===== src/rtl/pid_pwm_pkg.sv =====
// Shared helpers for the PID PWM output stage: width derivation, signed-to-
// magnitude conversion with saturation, and the per-channel state record.
package pid_pwm_pkg;

    // Working width for the magnitude arithmetic; wide enough for any ow used.
    localparam int CALC_W = 32;

    // Default configuration, also used to size the reference state record.
    localparam int DEF_OW = 12;
    localparam int DEF_PW = DEF_OW - 1;
    localparam int DEF_TW = 20;

    // PWM resolution follows from the signed word width (sign bit dropped).
    function automatic int pw_of(input int ow);
        return ow - 1;
    endfunction

    // |v| clipped to 2^pw-1, so the most negative input still fits in pw bits.
    function automatic logic [CALC_W-1:0] abs_sat(input logic signed [CALC_W-1:0] v,
                                                  input int pw);
        logic [CALC_W-1:0] mag;
        logic [CALC_W-1:0] lim;
        mag = v[CALC_W-1] ? $unsigned(-v) : $unsigned(v);
        lim = (CALC_W'(1) << pw) - CALC_W'(1);
        return (mag > lim) ? lim : mag;
    endfunction

    // Per-channel state at the default configuration.
    typedef struct packed {
        logic [DEF_PW-1:0] mag;
        logic              dir;
        logic [DEF_TW-1:0] wdog;
    } chan_state_t;

endpackage


===== src/rtl/pid_pwm_out_channel.sv =====
// One PWM output channel: shadow/active duty registers, capture watchdog,
// optional dead-time after a direction flip (PID_PWM_DEADTIME_EN), and the
// registered pwm/dir outputs.
module pid_pwm_channel
    import pid_pwm_pkg::*;
#(
    parameter int pw = 11,
    parameter int tw = 20,
    parameter int dt = 16
) (
    input  logic          clk_pid,
    input  logic          reset_n,
    input  logic [pw-1:0] cnt,
    input  logic          period_tick,
    input  logic          cap,
    input  logic [pw-1:0] cap_mag,
    input  logic          cap_dir,
    output logic          pwm_out,
    output logic          dir_out
);

    localparam logic [tw-1:0] WD_MAX = {tw{1'b1}};

    logic [pw-1:0] shadow_mag_q, shadow_mag_d;
    logic          shadow_dir_q, shadow_dir_d;
    logic [pw-1:0] active_mag_q, active_mag_d;
    logic          active_dir_q, active_dir_d;
    logic [tw-1:0] wdog_q, wdog_d;
    logic          pwm_q, pwm_d;
    logic          dir_q, dir_d;
`ifdef PID_PWM_DEADTIME_EN
    logic          hold_q, hold_d;
`endif

    // Next-state: capture/watchdog into shadow, boundary transfer, output compare.
    always_comb begin
        wdog_d       = wdog_q;
        shadow_mag_d = shadow_mag_q;
        shadow_dir_d = shadow_dir_q;
        active_mag_d = active_mag_q;
        active_dir_d = active_dir_q;

        if (cap) begin
            wdog_d       = '0;
            shadow_mag_d = cap_mag;
            shadow_dir_d = cap_dir;
        end else begin
            if (wdog_q != WD_MAX) begin
                wdog_d = wdog_q + tw'(1);
            end else begin
                shadow_mag_d = '0;
                shadow_dir_d = 1'b0;
            end
        end

        // Transfer reads the registered shadow, so a same-cycle capture lands a period later.
        if (period_tick) begin
            active_mag_d = shadow_mag_q;
            active_dir_d = shadow_dir_q;
        end

        pwm_d = (cnt < active_mag_q);
        dir_d = active_dir_q;

`ifdef PID_PWM_DEADTIME_EN
        hold_d = hold_q;
        if (period_tick) begin
            hold_d = (shadow_dir_q != active_dir_q);
        end
        if (hold_q && ({{(32-pw){1'b0}}, cnt} < 32'(dt))) begin
            pwm_d = 1'b0;
        end
`endif
    end

    // State and output registers.
    always_ff @(posedge clk_pid or negedge reset_n) begin
        if (!reset_n) begin
            shadow_mag_q <= '0;
            shadow_dir_q <= 1'b0;
            active_mag_q <= '0;
            active_dir_q <= 1'b0;
            wdog_q       <= '0;
            pwm_q        <= 1'b0;
            dir_q        <= 1'b0;
`ifdef PID_PWM_DEADTIME_EN
            hold_q       <= 1'b0;
`endif
        end else begin
            shadow_mag_q <= shadow_mag_d;
            shadow_dir_q <= shadow_dir_d;
            active_mag_q <= active_mag_d;
            active_dir_q <= active_dir_d;
            wdog_q       <= wdog_d;
            pwm_q        <= pwm_d;
            dir_q        <= dir_d;
`ifdef PID_PWM_DEADTIME_EN
            hold_q       <= hold_d;
`endif
        end
    end

    assign pwm_out = pwm_q;
    assign dir_out = dir_q;

endmodule


===== src/rtl/pid_pwm_out.sv =====
// PID result-bus consumer: detects the ce rising edge, converts the signed
// word to sign/magnitude, decodes the address and runs the shared PWM
// counter. Optional dead-time is enabled with PID_PWM_DEADTIME_EN.
module pid_pwm_out
    import pid_pwm_pkg::*;
#(
    parameter int aw = 1,
    parameter int ow = 12,
    parameter int dt = 16,
    parameter int tw = 20,
    localparam int an = 1 << aw
) (
    input  logic          clk_pid,
    input  logic          reset_n,
    input  logic          ce,
    input  logic [aw-1:0] a,
    input  logic [ow-1:0] m_k,
    output logic [an-1:0] pwm_out,
    output logic [an-1:0] dir_out,
    output logic          period_tick
);

    localparam int pw = pw_of(ow);

    logic                     ce_d_q, ce_d_d;
    logic [pw-1:0]            cnt_q, cnt_d;
    logic                     capture;
    logic signed [CALC_W-1:0] m_ext;
    logic [CALC_W-1:0]        mag_full;
    logic [pw-1:0]            cap_mag;
    logic                     cap_dir;

    // Edge detect, counter advance and word conversion shared by all channels.
    always_comb begin
        ce_d_d   = ce;
        cnt_d    = cnt_q + pw'(1);
        capture  = ce & ~ce_d_q;
        m_ext    = {{(CALC_W-ow){m_k[ow-1]}}, m_k};
        mag_full = abs_sat(m_ext, pw);
        cap_mag  = mag_full[pw-1:0];
        cap_dir  = m_k[ow-1];
    end

    // ce history and free-running PWM counter.
    always_ff @(posedge clk_pid or negedge reset_n) begin
        if (!reset_n) begin
            ce_d_q <= 1'b0;
            cnt_q  <= '0;
        end else begin
            ce_d_q <= ce_d_d;
            cnt_q  <= cnt_d;
        end
    end

    assign period_tick = (cnt_q == {pw{1'b1}});

    for (genvar i = 0; i < an; i++) begin : g_chan
        pid_pwm_channel #(
            .pw (pw),
            .tw (tw),
            .dt (dt)
        ) u_chan (
            .clk_pid     (clk_pid),
            .reset_n     (reset_n),
            .cnt         (cnt_q),
            .period_tick (period_tick),
            .cap         (capture && (a == aw'(i))),
            .cap_mag     (cap_mag),
            .cap_dir     (cap_dir),
            .pwm_out     (pwm_out[i]),
            .dir_out     (dir_out[i])
        );
    end

endmodule

===== config.mk =====
export PLATFORM = sky130hd
export DESIGN_NAME = pid_pwm_out
export DESIGN_NICKNAME = d
export VERILOG_FILES = /design/src/rtl/pid_pwm_pkg.sv /design/src/rtl/pid_pwm_out_channel.sv /design/src/rtl/pid_pwm_out.sv
export SDC_FILE = /design/constraint.sdc
export NUM_CORES = 1
export LEC_CHECK = 0
export BUFFER_PORTS_ARGS = -buffer_cell sky130_fd_sc_hd__buf_2
export CORE_MARGIN = 4
export CORE_UTILIZATION = 46
export CTS_CLUSTER_DIAMETER = 100
export DETAILED_ROUTE_END_ITERATION = 10
export SLEW_MARGIN = 20
export SYNTH_ARGS = -nofsm -noshare
export SYNTH_HDL_FRONTEND = slang
export SYNTH_SLANG_ARGS = --single-unit

===== constraint.sdc =====
create_clock -name clk_pid -period 2.3 [get_ports clk_pid]
set_input_delay 0.46 -clock clk_pid [delete_from_list [all_inputs] [get_ports clk_pid]]
set_output_delay 0.46 -clock clk_pid [all_outputs]
set_load 0.05 [all_outputs]

After elaboration in Yosys (flattened, before gate mapping)
Index checks and enable logic that the tools add are counted.
- eq/ne operators: 5
- reductions and logical operators: 4
- multiplexer cells: 14
- $lt $le $gt $ge: 3
- bitwise logic cells: 3
- add/subtract/negate cells: 4
- operators with widths (operator ; count):
    $mux W20 ; 4
    $mux W11 ; 5
    $add A20 B1 Y20 const B ; 2
    $ne A20 B20 Y1 const B ; 2
    $gt A32 B11 Y1 const B ; 1
    $mux W32 ; 1
    $neg A12 Y32 ; 1
    $lt A11 B11 Y1 ; 2
    $add A11 B1 Y11 const B ; 1
    $eq A11 B11 Y1 const B ; 1
    $mux W1 ; 4
    $ne A2 B1 Y1 const B ; 2
    $reduce_bool A2 Y1 ; 2
    $logic_and A1 B1 Y1 ; 2
    $not A1 Y1 ; 2
    $and A1 B1 Y1 ; 1
- register bits: 104
- bits of input ports: 16

Depth between registers and ports, before layout
Gate-level depths: netlist of the first run.
- depth in word-level cells: 5
- gate-level depth with buffers: 7
- depth with buffers taken out: 7

By module
A second synthesis of the first run with hierarchy kept.
- cell total of the unflattened synthesis: 581
- area, all modules: 5373.9 um^2
- by module, submodules not included (module ; instances ; sequential area each (um^2) ; area an instance (um^2) ; cells each):
    pid_pwm_channel ; 2 ; 1151.1 ; 2252.2 ; 238
    pid_pwm_out ; 1 ; 300.3 ; 869.6 ; 105

Least setup slack after synthesis of the first run
Ideal clock, no wire load.
- path kind: reg-to-output
- start point: register cnt_q[3]
- end point: output period_tick
- data arrival time: 1.506 ns
- required time: 1.840 ns
- cell stages (with the launch flop): 6
- path buffers: 2
- slack: 0.334 ns
- cells stage by stage: dfrtp_1 > and4_1 > and3_1 > and4_1 > buf_2 > buf_2
- longest elaborated chain between the ends: 1
- RTL lines (item ; line ; text):
    from (decl) ; pid_pwm_out.sv:26 ; logic [pw-1:0] cnt_q, cnt_d;
    from (signal assigned) ; pid_pwm_out.sv:51 ; cnt_q <= cnt_d;
    $eq A11 B11 Y1 ; pid_pwm_out.sv:55 ; assign period_tick = (cnt_q == {pw{1'b1}});
    to (decl) ; pid_pwm_out.sv:20 ; output logic period_tick
No other way between the ends.

Worst setup path in the final report of the first run
- start point: register cnt_q[6]
- end point: output period_tick
The elaborated chain is that of the path after synthesis.

==> results, run 1 <==
- The shortest clock period the worst path allows after layout is roughly 2.2 ns.
- The post-synthesis register bit count is 104.
- The placement row count is 38.
- The highest metal layer carrying signal wires in the routed design is met4.
- The number of placed instances, taps included, is approximately 700.
- The worst setup path is launched from a flop.
- The initial antenna violation count is 1.
- The power per cell area is about 700 mW/mm^2.
- Measured against its own limit, the worst slew margin works out to 0.607.
- The pin count of the biggest net entering global routing is 46.
- The number of global-route vias before repair is roughly 3800.
- The number of different library cells in the post-synthesis netlist is 54.
- The first detailed-routing pass took 4 iterations.
- The critical path in this run is classified as reg2out.
- The global-route wire length before repair is ~18000 um.
- After synthesis, the share of flip-flops with an asynchronous set or reset is 1.00.
- The maximum VDD drop is roughly 0.57 mV.
- The routed design uses 5420 um of met2 wire.
- The die footprint is between 0.01 and 0.015 mm^2.
- Leaving out fill and tap cells, the most frequent cell in the layout is dfrtp_1.
- No sink is reached through more buffers than the 2 on the longest clock path.
- The library cells used most frequently in the layout, excluding fill and tap cells, are dfrtp_1 (101), nand2_1 (97), nor2_1 (53).
- The final layout contains 613 nets.
- The final wirelength is 10700 um.
- The layout cell share with drive strength beyond 1 is 0.111.
- The cell count after synthesis is around 550.
- The placeable core area is 0.0110 mm^2.
- The CTS buffer count is 9.
- Data arrives at the worst endpoint at about 1.7 ns.
- Setup repair after global routing left no endpoint under its margin.
- The final number of hold-violating endpoints came to 0.
- The min-delay analysis places its worst path in the category in2async.
- The total I/O pin count is 21.
- In the final routed layout, each cell accounts on average for approximately 15 um.
- The effective utilization at floorplan is 0.478.
- The total of buffers placed on input and output ports is 20.
- The wire-length estimate of the detail-placed layout is just under 8000 um.
- Static timing analysis puts the maximum clock frequency at between 400 and 500 MHz.
- The routed length on met1 is roughly 4700 um.
- The share of the Yosys chip area taken by registers is 0.496.
- The filler cells instantiated in the layout total around 1000.
- Clock-pin slew was measured on the worst setup and hold paths at ~0.070 ns.
- The cell area after placement is roughly 0.0055 mm^2.
- Once layout is complete, the cells apart from fillers number between 700 and 800.
- TritonCTS built the clock tree.
- In this run the number of H-tree levels came out at 3.
- The flow ran to the end, and the final reports show no timing, DRC or antenna violations.
- The total of warnings raised by yosys is 0.
- The overall die height is 115 um.
- The placer's final routability congestion estimate is between 0.8 and 0.9.
- A synthesized cell averages 9.56 um^2.
- The area taken by multi-input logic gates is 0.00245 mm^2.
- The most used flip-flop cell after synthesis is dfrtp_1.
- The area share of the leading cell type in the synthesized netlist is 0.496.
- Across the whole layout, storage elements account for approximately 0.0026 mm^2.
- The number of flops mapped to enable cells by yosys is 0.
- The overall routing resource usage is 0.174.
- Once detail routing completed, the nets flagged for antenna violations numbered 0.
- The clock skew after layout is roughly 0.0037 ns.
- STA classifies the critical path endpoint as an output pin.
- Clock tree synthesis found a total of 104 sinks.
- On the final layout, the worst hold slack is around 0.11 ns.
- From synthesis to final layout, the design area changed by 12.0%.
- The max-slew violation count is 0.
- The number of nets in the synthesized netlist is 589.
- The detailed-route vias per instance is between 5 and 6.
- Dividing the final minimum period by the clock period gives 0.953.
- For the final routed database, the setup TNS stands at 0 ns.
- By area the synthesized netlist is led by dfrtp_1 (50%), nand2_1 (6.9%), ha_1 (5.7%), xnor2_1 (4.0%), nor2_1 (3.8%).
- The most area-hungry cell type in the Yosys netlist is dfrtp_1.
- The required arrival time at the worst endpoint is 1.84 ns.
- The post-route standard cell area excluding fillers is 0.00588 mm^2.
- At the later pin of the worst-skew pair, clock insertion delay measures 0.34 ns.
- Along the worst path, the maximum fanout reaches 4.
- The die span in x is about 110 um.
- In this run the static leakage power is around 0.0028 uW.
- The via total after detailed routing is between 3000 and 4000.
- For this block, the initial DRC count from the detailed router was 197.
- Summed over all layers, the global routing overflow is 0.
- After detailed routing, the number of remaining DRC violations is 0.
- The tool flagged a number of max-cap violations equal to 0.
- The cell area after synthesis is between 0.005 and 0.006 mm^2.
- The root buffer cell chosen for the clock tree is clkbuf_16.
- At the pin with the least slew margin, the transition time is 0.585 ns.
- Setup violations remaining at the end of the flow were counted as 0.
- Summed over all nets, wire length on met3 after detailed routing comes to around 380 um.
-- worst paths after layout --
check / startpoint / endpoint / slack (ns) / cells past startpoint
hold / removal: reset_n / cnt_q[10] / 0.11 / 1
setup reg to reg: g_chan[1].u_chan.wdog_q[0] / g_chan[1].u_chan.wdog_q[6] / 0.34 / 6
min in group clk_pid: ce / ce_d_q / 0.26 / 1
hold reg to reg: g_chan[1].u_chan.active_dir_q / g_chan[1].u_chan.dir_out / 0.38 / 0
setup / recovery: cnt_q[6] / period_tick / 0.11 / 4
max in group asynchronous: reset_n / g_chan[0].u_chan.wdog_q[14] / 1.48 / 2
-- final cells by class --
| type | instances | share of cell area |
|---|---|---|
| sequential | 104 | 0.444 |
| tap | 140 | 0.0298 |
| multi-input combinational | 399 | 0.418 |
| clock inverter | 6 | 0.0158 |
| timing repair buffer | 35 | 0.0392 |
| clock buffer | 9 | 0.0383 |
| inverter | 24 | 0.0153 |
| antenna | 1 | 0.000426 |
-- state kept, by name, indices dropped and copies added, names as in the netlist --
name                        count
cnt_q                          11
g_chan.u_chan.shadow_dir_q      2
g_chan.u_chan.pwm_out           2
g_chan.u_chan.active_mag_q     22
g_chan.u_chan.shadow_mag_q     22
g_chan.u_chan.dir_out           2
g_chan.u_chan.active_dir_q      2
g_chan.u_chan.wdog_q           40
ce_d_q                          1
-- through the flow --
| stage | total power (uW) | util | setup slack [ns] |
|---|---|---|---|
| 2_1_floorplan | 2380 | - | 0.334 |
| 6_report | 4130 | 0.535 | 0.108 |
| 3_3_place_gp | 2520 | 0.505 | 0.269 |
| 5_1_grt | 4330 | 0.535 | 0.0211 |
| 3_5_place_dp | 2540 | 0.505 | 0.281 |
| 4_1_cts | 4190 | 0.534 | 0.00722 |
-- kinds of logic after synthesis --
group | Yosys count | synth area share
simple gates | 249 | 0.229
flops | 104 | 0.496
compound gates | 82 | 0.105
buf+inv | 46 | 0.0372
xor+xnor | 38 | 0.0634
fa+ha+maj | 24 | 0.0572
mux | 6 | 0.0114
-- Yosys cell counts (all sizes together) (4+ instances only) --
| cell | number |
|---|---|
| nand3 | 22 |
| nor2 | 53 |
| nand2b | 6 |
| nand4 | 15 |
| a31oi | 7 |
| dfrtp | 104 |
| a211oi | 4 |
| xnor2 | 24 |
| nor3b | 5 |
| and2 | 4 |
| nor3 | 11 |
| mux2i | 6 |
| or3 | 5 |
| clkbuf | 12 |
| nor4 | 5 |
| a21oi | 15 |
| o21ai | 19 |
| and4 | 7 |
| ha | 24 |
| buf | 10 |
| a22o | 14 |
| inv | 24 |
| nand2 | 97 |
| o211ai | 4 |
| xor2 | 14 |
| and3 | 10 |
-- metal layers --
| metal | GRT usage | vias up |
|---|---|---|
| li1 | - | 1962 |
| met1 | 0.207 | 1880 |
| met2 | 0.310 | 51 |
| met3 | 0.0516 | 10 |
| met4 | 0.0430 | 0 |
| met5 | 0 | - |
-- report_power, final --
group | switching, uW | leakage (uW) | internal [uW]
Sequential | 142 | 0.00138 | 1980
Combinational | 203 | 0.00124 | 175
Clock | 671 | 0.000149 | 955
-- what timing repair did --
| action | in CTS | in global routing |
|---|---|---|
| endpoints found under the setup margin | 0 | 1 |
| hold buffers | 0 | 0 |
| setup buffers | 0 | 0 |
| hold endpoints to repair | 0 | 0 |
| gates resized for setup | 0 | 4 |
-- worst max-delay path: stages (launching register included) --
cell and delay, ns:
dfrtp_1 0.44, and4_1 0.27, and3_1 0.23, and4_1 0.22, clkbuf_4 0.23
(Power assumes the default switching activity.)
==> inputs of run 2 (changes only) <==
--- a/config.mk
+++ b/config.mk
@@ -10,6 +10,9 @@
 export CORE_UTILIZATION = 46
 export CTS_CLUSTER_DIAMETER = 100
 export DETAILED_ROUTE_END_ITERATION = 10
+export MAX_ROUTING_LAYER = met4
+export PLACE_DENSITY = 0.71
+export REMOVE_ABC_BUFFERS = 1
 export SLEW_MARGIN = 20
 export SYNTH_ARGS = -nofsm -noshare
 export SYNTH_HDL_FRONTEND = slang
==> run 2 against run 1 <==
Critical path depth did not move. Count of clock-buffer cells in the layout did not move. Setup slack improved by 0.00085 ns. Routed wire length fell by 0.32%. Final area did not move. First-iteration DRC count rose by 45%. Maximum frequency barely moved. Power fell by 1.3%. Non-clock buffer count rose by 1. Highest routed layer unchanged. Global-route usage rose by 0.43 points. Critical path type unchanged. Register-to-register slack improved by 0.03 ns.
==> results, run 2 (synthesis gave the netlist of run 1 again) <==
- The flow ran to the end, and the final reports show no timing, DRC or antenna violations.
- Summed over all failing endpoints, the final setup total negative slack is 0 ns.
- TritonCTS built the clock tree.
- The share of total power dissipated in sequential elements is 0.521.
- The pin count of the biggest net entering global routing is 46.
- Port buffering added 20 buffers.
- The top cell types in the final layout, fill and taps aside, are dfrtp_1 (100), nand2_1 (97), nor2_1 (53).
- In the global route stage, overall resource usage came out at 0.178.
- Dividing the final minimum period by the clock period gives 0.953.
- The endpoint type of the worst setup path is an output pin.
- The register with the most flip-flops in the layout has 40 of them.
- The final HPWL from detailed placement is 7860 um.
- Data arrives at the worst endpoint at 1.73 ns.
- Routability-driven placement finished with a final weighted congestion of roughly 0.85.
- The DRC violations left is 0.
- The maximum achievable frequency is 456 MHz.
- The H-tree was split into 3 levels.
- The initial antenna violation count came to 0.
- The endpoint identified for the worst register-to-register timing path is g_chan[1].u_chan.wdog_q[6].
- The final wirelength is between 10000 and 15000 um.
- The effective utilization at floorplan is 0.478.
- The core region is 0.0110 mm^2.
- The post-route antenna net violation count is 0.
- The detailed-route vias per instance is about 5.5.
- The total I/O pin count is 21.
- In this run, the number of DRC markers left after iteration 0 of detailed routing was around 290.
- The layout-stage area growth over the synthesis result is 12.0%.
- The die is 115 um wide.
- The average wire per cell in the routed design is between 10 and 15 um.
- In this run the deepest clock path goes through 2 buffers.
- The worst setup slack for register-to-register paths is ~0.37 ns.
- After routing the design area is roughly 0.0059 mm^2.
- After clock tree synthesis, the clock-pin slew on the worst setup and hold paths is about 0.070 ns.
- The proportion of power drawn by combinational gates is 0.093.
- The path class of the tightest hold or removal check is in2async.
- Counting the buffers created by CTS gives 9.
- The internal portion of the total power is 3030 uW.
- The cell type with the highest occurrence count on the critical path is and4_1.
- The maximum VDD drop is around 0.45 mV.
- The power per cell area is 694 mW/mm^2.
- Setup slack on the critical path of the routed design comes to between 0.1 and 0.15 ns.
- The initialized floorplan defines 38 standard-cell rows.
- Clock tree synthesis found a total of 104 sinks.
- The leakage power total is between 0.002 and 0.003 uW.
- Leaving out fill and tap cells, the most frequent cell in the layout is dfrtp_1.
- The required arrival time at the worst endpoint is roughly 1.8 ns.
- The slew at the pin with the worst max-slew slack is just under 0.6 ns.
- The headroom to the max-slew limit is 0.608.
- The startpoint of the lowest-slack register-to-register path is g_chan[1].u_chan.wdog_q[0].
- Summing over every cut layer, the via total after detailed routing is just under 4000.
- Setup violations remaining at the end of the flow were counted as 0.
- Across the run, the number of max-cap violations was 0.
- Counting flops per register, the top entry is g_chan.u_chan.wdog_q.
- The number of cells traversed by the worst register-to-register path is 6.
- STA classifies the critical path startpoint as a flop.
- Setup repair after global routing left no endpoint under its margin.
- The startpoint of the worst setup timing path is cnt_q[3].
- In this design, the stage delay of the slowest critical-path cell is between 0.4 and 0.5 ns.
- Traced cell by cell, the critical path runs through and4_1 > and3_2 > and4_1 > buf_4.
- The cell area after placement is 0.00556 mm^2.
- The CTS root buffer is clkbuf_16.
- The critical path endpoint is period_tick.
- The total overflow reported by the global router is 0.
- The switching portion of total power is 0.258.
- The net count of the finished layout is just over 600.
- In the final layout, the share of cells above drive strength 1 is 0.117.
- The share of total power dissipated in the clock network is 0.386.
- The max-slew violation count is 0.
- Fill cells in the final layout number between 900 and 1000.
- The number of optimization iterations in the first detailed-route pass is 5.
- The cell at the slowest stage of the critical path is dfrtp_2.
- The power dissipated by switching net loads is approximately 1100 uW.
- The number of global-route vias before repair is between 3000 and 4000.
- In the final layout, the registers with the most flip-flops are g_chan.u_chan.wdog_q: 40 flops, g_chan.u_chan.active_mag_q: 22 flops, g_chan.u_chan.shadow_mag_q: 22 flops.
- The die footprint is 0.0132 mm^2.
- For the final database, setup skew stands at 0.00784 ns.
- The clock latency at the later pin of the worst-skew pair is 0.34 ns.
- The type of the worst setup path is reg2out.
- The shortest clock period the worst path allows after layout is about 2.2 ns.
- The global-route wire length before repair is ~19000 um.
- The number of setup buffers added after CTS is 0.
- The number of diodes is 0.
- At the placement stage, the worst setup path has a slack of ~0.27 ns.
- In this run the worst path has a maximum fanout of 7.
- The final number of hold-violating endpoints is 0.
- From bottom edge to top edge, the die measures approximately 110 um.
[run 2: how the worst min path moves through the flow]
stage / from / end / slack (ns) / depth (start not counted)
after floorplan: reset_n / ce_d_q / 0.16 / 0
after global placement: g_chan[0].u_chan.active_dir_q / g_chan[0].u_chan.dir_out / 0.37 / 0
after detailed placement: g_chan[0].u_chan.active_dir_q / g_chan[0].u_chan.dir_out / 0.37 / 0
after CTS: reset_n / g_chan[0].u_chan.active_mag_q[6] / 0.13 / 1
after global routing: reset_n / g_chan[0].u_chan.active_mag_q[6] / 0.15 / 1
final: reset_n / g_chan[0].u_chan.active_mag_q[1] / 0.11 / 1
[run 2: power groups by stage]
stage | logic (uW) | clock network (uW) | registers (uW)
after floorplan | 255 | 0 | 2120
after CTS | 384 | 1610 | 2120
after global routing | 432 | 1680 | 2150
final | 380 | 1570 | 2130
after detailed placement | 384 | 0 | 2150
after global placement | 365 | 0 | 2150
[run 2: worst max-delay path: cells and delay by family, from the launching register on]
kind | cells | cell delay, ns
buffers and inverters | 1 | 0.21
AND/OR/NAND/NOR | 3 | 0.75
flip-flops | 1 | 0.44
[run 2: layout make-up]
class	instances	area, um^2	share of cell area
Inverter	24	90.1	0.0153
Sequential cell	104	2610	0.444
Tap cell	140	175	0.0298
Clock inverter	7	85.1	0.0145
Clock buffer	9	225	0.0383
Multi-Input combinational cell	399	2450	0.418
Timing Repair Buffer	36	238	0.0405
[run 2: metal layers]
metal  part of all wire  track usage
met3              0.042       0.0405
met4              0.019       0.0516
met2               0.49        0.296
met1               0.45        0.219
met5                  0            -
[run 2: repair_timing]
item	4_1_cts	5_1_grt
hold buffers	0	0
endpoints found under the hold margin	0	0
endpoints found under the setup margin	1	1
resized for setup	1	5
[run 2: stage by stage]
step	instances	utilization	total power (uW)	hold WS, ns
2_1_floorplan	527	-	2370	0.164
3_3_place_gp	703	0.506	2510	0.365
5_1_grt	719	0.535	4260	0.146
6_report	719	0.535	4080	0.113
4_1_cts	719	0.534	4120	0.130
3_5_place_dp	703	0.506	2540	0.368
